[src/rtl/gpu_mem_pkg.sv]
// Shared constants and FSM encoding for the VRAM rectangle path
// (arbiter, address generator, VRAM port arbiter).
package gpu_mem_pkg;

    localparam int COORD_W     = 16;
    localparam int PIXEL_BURST = 16;

    typedef enum logic [1:0] {
        ST_IDLE  = 2'd0,
        ST_START = 2'd1,
        ST_RUN   = 2'd2,
        ST_DONE  = 2'd3
    } arb_state_e;

    // A rectangle with either dimension zero carries no beats.
    function automatic logic is_empty_rect(input logic [COORD_W-1:0] sizex,
                                           input logic [COORD_W-1:0] sizey);
        return (sizex == '0) || (sizey == '0);
    endfunction

endpackage

[src/rtl/gpu_rr_pick.sv]
// Combinational round-robin pick: first set request at or above ptr_i,
// wrapping, returned as one-hot and as an index.
module gpu_rr_pick #(
    parameter  int N  = 4,
    localparam int PW = (N > 1) ? $clog2(N) : 1
) (
    input  logic [N-1:0]  req_i,
    input  logic [PW-1:0] ptr_i,
    output logic [N-1:0]  onehot_o,
    output logic [PW-1:0] idx_o,
    output logic          any_o
);

    logic [PW-1:0] cand;

    // Walk from the farthest slot back toward ptr_i so the nearest hit wins.
    always_comb begin
        onehot_o = '0;
        idx_o    = '0;
        cand     = '0;
        any_o    = |req_i;
        for (int k = N - 1; k >= 0; k--) begin
            cand = PW'((int'(ptr_i) + k) % N);
            if (req_i[cand]) begin
                onehot_o       = '0;
                onehot_o[cand] = 1'b1;
                idx_o          = cand;
            end
        end
    end

endmodule

[src/rtl/gpu_mem_rect_arbiter.sv]
// Round-robin owner of the VRAM rectangle address generator: captures one
// requester's rectangle, starts the generator, steers beats, signals done.
module gpu_mem_rect_arbiter
    import gpu_mem_pkg::*;
#(
    parameter  int NUM_REQ = 4,
    localparam int PW      = $clog2(NUM_REQ)
) (
    input  logic                       clk_i,
    input  logic                       rst_i,
    input  logic [NUM_REQ-1:0]         req_valid_i,
    input  logic [NUM_REQ-1:0]         req_incr_i,
    input  logic [COORD_W*NUM_REQ-1:0] req_x_i,
    input  logic [COORD_W*NUM_REQ-1:0] req_y_i,
    input  logic [COORD_W*NUM_REQ-1:0] req_sizex_i,
    input  logic [COORD_W*NUM_REQ-1:0] req_sizey_i,
    output logic [NUM_REQ-1:0]         req_ready_o,
    output logic [NUM_REQ-1:0]         grant_o,
    input  logic [NUM_REQ-1:0]         beat_accept_i,
    output logic [NUM_REQ-1:0]         done_o,
    output logic                       gen_start_o,
    output logic                       gen_incr_o,
    output logic [COORD_W-1:0]         gen_x_o,
    output logic [COORD_W-1:0]         gen_y_o,
    output logic [COORD_W-1:0]         gen_sizex_o,
    output logic [COORD_W-1:0]         gen_sizey_o,
    input  logic                       gen_valid_i,
    input  logic                       gen_last_i,
    output logic                       gen_accept_o,
    output logic [1:0]                 dbg_state_o
);

    arb_state_e          state_q;
    logic [PW-1:0]       rr_ptr_q, rr_ptr_d;
    logic [NUM_REQ-1:0]  grant_q;
    logic [COORD_W-1:0]  x_q, y_q, sizex_q, sizey_q;
    logic                incr_q;

    logic [NUM_REQ-1:0]  win_oh;
    logic [PW-1:0]       win_idx;
    logic                win_any;
    logic [COORD_W-1:0]  sel_x, sel_y, sel_sizex, sel_sizey;
    logic                sel_incr;

    gpu_rr_pick #(.N(NUM_REQ)) u_pick (
        .req_i    (req_valid_i),
        .ptr_i    (rr_ptr_q),
        .onehot_o (win_oh),
        .idx_o    (win_idx),
        .any_o    (win_any)
    );

    always_comb begin
        sel_x     = '0;
        sel_y     = '0;
        sel_sizex = '0;
        sel_sizey = '0;
        for (int i = 0; i < NUM_REQ; i++) begin
            if (win_oh[i]) begin
                sel_x     = req_x_i[i*COORD_W +: COORD_W];
                sel_y     = req_y_i[i*COORD_W +: COORD_W];
                sel_sizex = req_sizex_i[i*COORD_W +: COORD_W];
                sel_sizey = req_sizey_i[i*COORD_W +: COORD_W];
            end
        end
        sel_incr = |(win_oh & req_incr_i);
        rr_ptr_d = (int'(win_idx) == NUM_REQ - 1) ? '0 : win_idx + 1'b1;
    end

    // Handshakes: a request transfers in the cycle req_valid_i[i] and
    // req_ready_o[i] are both high; a beat transfers when gen_valid_i and
    // gen_accept_o are both high. Valid, once raised, holds until transfer.
    assign req_ready_o  = (state_q == ST_IDLE) ? win_oh : '0;
    assign gen_accept_o = (state_q == ST_RUN) && |(grant_q & beat_accept_i);
    assign gen_start_o  = (state_q == ST_START);
    assign done_o       = (state_q == ST_DONE) ? grant_q : '0;
    assign grant_o      = grant_q;
    assign gen_incr_o   = incr_q;
    assign gen_x_o      = x_q;
    assign gen_y_o      = y_q;
    assign gen_sizex_o  = sizex_q;
    assign gen_sizey_o  = sizey_q;
    assign dbg_state_o  = state_q;

    always_ff @(posedge clk_i) begin
        if (rst_i) begin
            state_q  <= ST_IDLE;
            rr_ptr_q <= '0;
            grant_q  <= '0;
            x_q      <= '0;
            y_q      <= '0;
            sizex_q  <= '0;
            sizey_q  <= '0;
            incr_q   <= 1'b0;
        end else begin
            case (state_q)
                ST_IDLE: begin
                    if (win_any) begin
                        x_q      <= sel_x;
                        y_q      <= sel_y;
                        sizex_q  <= sel_sizex;
                        sizey_q  <= sel_sizey;
                        incr_q   <= sel_incr;
                        grant_q  <= win_oh;
                        rr_ptr_q <= rr_ptr_d;
                        // Empty rectangles skip the generator entirely.
                        state_q  <= is_empty_rect(sel_sizex, sel_sizey) ? ST_DONE : ST_START;
                    end
                end
                ST_START: state_q <= ST_RUN;
                ST_RUN: begin
                    if (gen_valid_i && gen_last_i && gen_accept_o) begin
                        state_q <= ST_DONE;
                    end
                end
                ST_DONE: begin
                    grant_q <= '0;
                    state_q <= ST_IDLE;
                end
                default: state_q <= ST_IDLE;
            endcase
        end
    end

endmodule

[config.mk]
export PLATFORM = sky130hd
export DESIGN_NAME = gpu_mem_rect_arbiter
export DESIGN_NICKNAME = d
export VERILOG_FILES = /design/src/rtl/gpu_mem_pkg.sv /design/src/rtl/gpu_rr_pick.sv /design/src/rtl/gpu_mem_rect_arbiter.sv
export SDC_FILE = /design/constraint.sdc
export NUM_CORES = 1
export LEC_CHECK = 0
export ABC_AREA = 1
export ABC_CLOCK_PERIOD_IN_PS = 2450
export BUFFER_PORTS_ARGS = -buffer_cell sky130_fd_sc_hd__buf_2
export CAP_MARGIN = 15
export CORE_AREA = 2 2 135 137
export CTS_BUF_LIST = sky130_fd_sc_hd__clkbuf_8
export DETAILED_ROUTE_END_ITERATION = 7
export DIE_AREA = 0 0 137 139
export GPL_TIMING_DRIVEN = 0
export SYNTH_ARGS = -nofsm -noshare
export SYNTH_HDL_FRONTEND = slang
export SYNTH_HIERARCHICAL = 1
export SYNTH_SLANG_ARGS = --single-unit
[constraint.sdc]
create_clock -name clk_i -period 2.45 [get_ports clk_i]
set_input_delay 0 -clock clk_i [delete_from_list [all_inputs] [get_ports clk_i]]
set_output_delay 0 -clock clk_i [all_outputs]
set_load 0.1 [all_outputs]
==> key figures, run 1 <==
Run status
  • Status: finished with violations
  • Violated checks: setup timing

CTS
  • CTS buffer count: 9
  • Clk buf depth: 2
  • Clock Latency Late Sink: 0.38 ns
  • H-Tree Depth: 3
  • Root Buffer: clkbuf_8
  • Clock slew at reported path FFs: roughly 0.08 ns
  • CTS tree: done
  • Clock sink count: 73

Setup path
  • Worst-path fanout max: 10
  • CP max stage delay: ~0.4 ns
  • Critical path class: reg2reg
  • Arrival @ worst endpoint: between 3 and 4 ns
  • Most used cell, CP: nor2_1
  • CP startpoint kind: flop
  • Reg-to-Reg Start: rr_ptr_q[0]$_SDFFE_PP0P_
  • R2R Path End: dbg_state_o[1]$_SDFFE_PP0P_
  • R2R cell count: 22
  • CP Cell Sequence: inv_8, ha_4, inv_4, nand3_4, nand2_8, inv_8, nand2_1, nor2_1, nor2_1, nor2_2, buf_6, buf_6, nor2_1, nand2_2, nand2_2, nor2_1, nand2_1, nor2_1, nand2_1, nand3_1, nand2_1, a21oi_2
  • Worst Path Required: about 2.8 ns
  • Crit end category: flop
  • Reg2Reg Setup Slack: -0.35 ns
  • Slowest-stage cell, CP: dfxtp_4

Placement
  • Dpl cell area: ~7500 um^2
  • Pre-CTS setup slack: -0.734 ns
  • Post-Place Cells: between 1000 and 1500
  • Port-buffer cells: about 350
  • Detail Placement HPWL: 19700 um
  • GPL Wtd Cong: a little under 0.9

Final layout
  • Final nets: around 1600
  • Fraction of layout cells with a size suffix above 1: 0.419
  • Design area: between 9000 and 10000 um^2
  • FILL cells: ~1700
  • Synth-to-Final Area Change: 76.3%
  • Non-Filler Instances: roughly 1600

Global route
  • Overall Global Routing Usage: 0.270
  • Pin count of the biggest net entering global routing: 14
  • Number of global-route vias before repair: 7530
  • GRT Residual Overflow: 0
  • Initial antenna violation count: 1
  • First-pass GRT wire length: 39600 um

Timing
  • Final setup vio count: just over 40
  • Worst Tran Pin Value: about 0.61 ns
  • Min Tclk post-route: between 2 and 3 ns
  • Unrepaired setup endpoints after global routing: true
  • Fin crit share: 1.14
  • Hold WS: roughly 0.022 ns
  • Final Hold Viols: 0
  • Rel. slew slack: 0.591
  • Fmax achieved: between 0.3 and 0.4 GHz
  • Worst Slack Setup Final: -0.347 ns
  • Clock Skew: 0.00956 ns
  • Final Slew Violations: 0

Worst hold path
  • Worst hold-check path type: in2reg
  • Hold-critical path depth: 5
  • HP Start: req_sizey_i[49]
  • WHS Endpoint: gen_sizey_o[1]$_SDFFE_PP0P_

Route
  • Final WL: 27400 um
  • Post-DRT Antenna Nets: 0
  • DR vias: just under 8000
  • DR pass1 iterations: 5
  • Drt drc: 0
  • Detail-routed net length per standard cell: ~17 um
  • Vias/cell: approximately 5
  • DRT iter0 DRCs: approximately 490

Logic synthesis
  • Yosys reg bits: 73
  • Syn Inst Count: between 800 and 900
  • Post-Syn Area: approximately 5400 um^2
  • Seq/Total Area, Yosys: 0.270
  • Mean Syn Cell Area: around 6.4 um^2
  • Distinct cell type count after synthesis: 32
  • Synthesis Warnings: 6
  • Synth Net Count: 1136

Floorplanning
  • Die Span Y: 139 um
  • Die area: around 19000 um^2
  • Core Area: 17700 um^2
  • Starting Density: 0.306
  • Number of top-level pins: 353
  • DIE WIDTH: 137 um
  • Row cnt: 49

Run
  • Total of max-cap violations: 0
==> worst max-delay path: cells and delay by family (launching register included) <==
family          cells  cell delay (ns)
fa+ha+maj           1             0.29
flops               1             0.40
buf+inv             5             0.52
simple gates       15             1.38
compound gates      1             0.12
==> synth_stat cells (all sizes together) <==
| cell | number | area (um^2) |
|---|---|---|
| clkbuf | 29 | 109 |
| a22o | 2 | 17.5 |
| nand4 | 1 | 6.26 |
| a21oi | 111 | 586 |
| a21boi | 2 | 22.5 |
| buf | 38 | 268 |
| dfxtp | 73 | 1460 |
| nand2 | 205 | 800 |
| o21ai | 60 | 300 |
| inv | 67 | 259 |
| o211a | 1 | 10.0 |
| nor2 | 125 | 479 |
| or2 | 9 | 56.3 |
| a221o | 32 | 320 |
| o211ai | 44 | 330 |
| ha | 13 | 163 |
| a221oi | 2 | 17.5 |
| nand3 | 37 | 200 |
==> kinds of logic (layout without fill, tap and decap cells) <==
logic type / Yosys count / in the layout / share of synthesized area
other cells: 0 / 1 / 0
simple gates: 377 / 377 / 0.285
compound gates: 254 / 254 / 0.297
fa+ha+maj: 13 / 13 / 0.0301
buf+inv: 134 / 632 / 0.118
flops: 73 / 73 / 0.270
==> layer usage <==
metal,up-vias,routed length [um],global-route usage
met5,-,0,0
met4,0,743,0.0955
met1,3610,11300,0.328
li1,3857,-,-
met2,341,13600,0.465
met3,54,1820,0.0563
==> layout make-up <==
| type | count | area, um^2 | area share |
|---|---|---|---|
| multi-input cells | 644 | 3550 | 0.373 |
| repair buffers | 483 | 3170 | 0.332 |
| flip-flops and latches | 73 | 1470 | 0.154 |
| plain buffers | 66 | 510 | 0.0536 |
| inverters | 67 | 298 | 0.0313 |
| well taps | 229 | 287 | 0.0301 |
| clock buffers | 9 | 124 | 0.0130 |
| clock inverters | 7 | 119 | 0.0125 |
| diodes | 1 | 2.50 | 0.000263 |
==> registers in the layout, summed over array words and instances (netlist names) <==
register	cells
gen_sizex_o	16
rr_ptr_q	2
grant_o	4
gen_incr_o	1
gen_sizey_o	16
dbg_state_o	2
gen_y_o	16
gen_x_o	16
==> worst max path at each step <==
stage	start	to	slack, ns	cells after the start
floorplan	rr_ptr_q[0]$_SDFFE_PP0P_	dbg_state_o[1]$_SDFFE_PP0P_	0.01	25
global placement	rr_ptr_q[0]$_SDFFE_PP0P_	dbg_state_o[1]$_SDFFE_PP0P_	-0.70	22
detailed placement	rr_ptr_q[0]$_SDFFE_PP0P_	dbg_state_o[1]$_SDFFE_PP0P_	-0.73	22
CTS	rr_ptr_q[0]$_SDFFE_PP0P_	dbg_state_o[1]$_SDFFE_PP0P_	-0.28	22
global route	rr_ptr_q[0]$_SDFFE_PP0P_	dbg_state_o[1]$_SDFFE_PP0P_	-0.49	22
finish	rr_ptr_q[0]$_SDFFE_PP0P_	dbg_state_o[1]$_SDFFE_PP0P_	-0.35	22
==> placed cells by master, fill, tap and decap left out, types with 32 or more instances in the layout <==
cell type,n
inv_1,54
o211ai_1,44
nor2_1,113
buf_2,361
dfxtp_1,71
a221o_1,32
buf_4,42
dlygate4sd3_1,81
a21oi_1,98
nand2_1,163
o21ai_0,49
nand2_2,37
==> repair_timing <==
action,4_1_cts,5_1_grt
endpoints found under the hold margin,48,0
pin swaps,34,47
buffers inserted,28,15
resized for setup,101,65
setup endpoints to repair,69,67
gates cloned,6,2
hold buffers,81,0
==> metrics by stage <==
| step | util | TNS, ns |
|---|---|---|
| floorplan | - | 0 |
| global placement | 0.424 | -19.31 |
| detailed placement | 0.424 | -19.99 |
| CTS | 0.522 | -5.38 |
| global route | 0.540 | -13.98 |
| finish | 0.540 | -8.21 |
Power of run 1 is left out: the tool's default activity adds up to more than one toggle a clock period on the data nets, which glitch-free logic cannot reach.
==> inputs of run 2 (changes only) <==
--- a/config.mk
+++ b/config.mk
@@ -14,6 +14,7 @@
 export DETAILED_ROUTE_END_ITERATION = 7
 export DIE_AREA = 0 0 137 139
 export GPL_TIMING_DRIVEN = 0
+export RECOVER_POWER = 50
 export SYNTH_ARGS = -nofsm -noshare
 export SYNTH_HDL_FRONTEND = slang
 export SYNTH_HIERARCHICAL = 1
==> key figures, run 2 (synthesized netlist as in run 1, its figures left out) <==
Run status
  • Status: finished with violations (unchanged)
  • Violated checks: setup timing (unchanged)

Setup path
  • Worst-path fanout max: 10 (unchanged)
  • CP startpoint kind: flop (unchanged)
  • Most used cell, CP: nor2_1 (unchanged)
  • Critical path class: reg2reg (unchanged)
  • CP Cell Sequence: inv_8, ha_4, inv_4, nand3_4, nand2_8, inv_8, nand2_1, nor2_1, nor2_1, nor2_2, buf_6, buf_6, nor2_1, nand2_2, nand2_2, nor2_1, nand2_1, nor2_1, nand2_1, nand3_1, nand2_1, a21oi_2 (unchanged)
  • Arrival @ worst endpoint: 3.10 ns (about the same)
  • Worst Path Required: 2.75 ns (about the same)
  • Reg-to-Reg Start: rr_ptr_q[0]$_SDFFE_PP0P_ (unchanged)
  • CP max stage delay: 0.40 ns (about the same)
  • Slowest-stage cell, CP: dfxtp_4 (unchanged)
  • Crit path from: rr_ptr_q[0]$_SDFFE_PP0P_ (unchanged)
  • Crit end category: flop (unchanged)

Global route
  • Number of global-route vias before repair: 7530 (unchanged)
  • Pin count of the biggest net entering global routing: 14 (unchanged)
  • GRT Residual Overflow: 0 (unchanged)
  • First-pass GRT wire length: 39600 um (unchanged)
  • Initial antenna violation count: 1 (unchanged)
  • Overall Global Routing Usage: 0.270 (unchanged)

Final layout
  • FILL cells: 1779 (was 1745)
  • Design area: 9470 um^2 (was 9530 um^2)
  • Final nets: 1629 (unchanged)
  • Most frequent cells in the layout: buf_2 (312), nand2_1 (163), nor2_1 (113) (was buf_2 (361), nand2_1 (163), nor2_1 (113))
  • Post-layout util: 0.536 (was 0.540)
  • Seq. cell area: 1470 um^2 (unchanged)
  • Most common cell after layout, fill and taps aside: buf_2 (unchanged)
  • Multi-input logic area: 3550 um^2 (unchanged)
  • Synth-to-Final Area Change: 75.1% (was 76.3%)
  • Fraction of layout cells with a size suffix above 1: 0.383 (was 0.419)

Route
  • DRT iter0 DRCs: 400 (was 493)
  • DR pass1 iterations: 5 (unchanged)
  • Post-DRT Antenna Nets: 0 (unchanged)
  • Vias/cell: 4.98 (about the same)
  • Final WL: 27500 um (was 27400 um)
  • Drt drc: 0 (unchanged)
  • DR vias: 7868 (was 7862)
  • Detail-routed net length per standard cell: 17.4 um (about the same)

CTS
  • Clock sink count: 73 (unchanged)
  • Root Buffer: clkbuf_8 (unchanged)
  • CTS buffer count: 9 (unchanged)
  • Clock Latency Late Sink: 0.37 ns (was 0.38 ns)
  • CTS tree: done (unchanged)
  • H-Tree Depth: 3 (unchanged)
  • Clk buf depth: 2 (unchanged)
  • Clock slew at reported path FFs: 0.08 ns (about the same)

Placement
  • Dpl cell area: 7480 um^2 (unchanged)
  • Detail Placement HPWL: 19700 um (unchanged)
  • GPL Wtd Cong: 0.881 (unchanged)
  • Port-buffer cells: 351 (unchanged)

Timing
  • Final Slew Violations: 0 (unchanged)
  • Worst Slack Setup Final: -0.343 ns (was -0.347 ns)
  • Unrepaired setup endpoints after global routing: true (unchanged)
  • Final Hold Viols: 0 (unchanged)
  • Clock Skew: 0.00791 ns (was 0.00956 ns)
  • Worst Tran Pin Value: 1.23 ns (was 0.613 ns)
  • Rel. slew slack: 0.186 (was 0.591)
  • Setup TNS: -8.14 ns (was -8.21 ns)
  • Fmax achieved: 0.358 GHz (about the same)
  • Fin crit share: 1.14 (about the same)
  • Min Tclk post-route: 2.79 ns (was 2.80 ns)
  • Final setup vio count: 41 (unchanged)

Floorplanning
  • Number of top-level pins: 353 (unchanged)
  • Core Area: 17700 um^2 (unchanged)
  • DIE WIDTH: 137 um (unchanged)
  • Die Span Y: 139 um (unchanged)
  • Die area: 19000 um^2 (unchanged)
  • Starting Density: 0.306 (unchanged)
  • Row cnt: 49 (unchanged)

Run
  • Total of max-cap violations: 0 (unchanged)

Worst hold path
  • HP Start: req_sizey_i[49] (unchanged)
  • Worst hold-check path type: in2reg (unchanged)
-- run 2: metrics by stage --
| stage | std cells | worst slack (ns) | hold WS [ns] |
|---|---|---|---|
| after global placement | 1431 | -0.696 | 0.283 |
| after floorplan | 851 | 0.0124 | 0.188 |
| final | 1579 | -0.343 | 0.0318 |
| after detailed placement | 1431 | -0.734 | 0.292 |
| after global routing | 1579 | -0.491 | 0.0522 |
| after CTS | 1562 | -0.284 | 0.0000994 |
-- run 2: area by class of cell --
class / instances / area share
diodes: 1 / 0.000264
plain buffers: 66 / 0.0539
clock buffers: 9 / 0.0131
clock inverters: 7 / 0.0126
inverters: 67 / 0.0315
multi-input cells: 644 / 0.375
flip-flops and latches: 73 / 0.155
well taps: 229 / 0.0303
repair buffers: 483 / 0.328
-- run 2: timing repair --
action,CTS,global route
setup buffers,28,15
gates cloned,6,2
setup endpoints to repair,69,67
hold buffers,81,0
pin swaps,34,47
resized for setup,101,65
endpoints found under the hold margin,48,0
-- run 2: worst max-delay path, delay by kind of cell (launching register included) --
| family | cells | cell delay, ns |
|---|---|---|
| flip-flops | 1 | 0.40 |
| adder cells (fa/ha/maj) | 1 | 0.29 |
| AO/OA/AOI/OAI | 1 | 0.12 |
| buffers and inverters | 5 | 0.52 |
| AND/OR/NAND/NOR | 15 | 1.38 |
-- run 2: routing by layer --
metal,track usage,vias up,part of all wire
met5,0,-,0
met4,0.0955,0,0.026
met3,0.0563,52,0.070
met2,0.465,349,0.49
met1,0.328,3609,0.41
li1,-,3858,-
-- run 2: worst paths after layout --
check / to / slack, ns / cells past startpoint
setup / recovery: dbg_state_o[1]$_SDFFE_PP0P_ / -0.34 / 22
hold / removal: gen_sizey_o[1]$_SDFFE_PP0P_ / 0.03 / 5
setup reg to reg: dbg_state_o[1]$_SDFFE_PP0P_ / -0.34 / 22
hold reg to reg: gen_sizex_o[0]$_SDFFE_PP0P_ / 0.51 / 2
Power of run 2 is left out for the same reason.
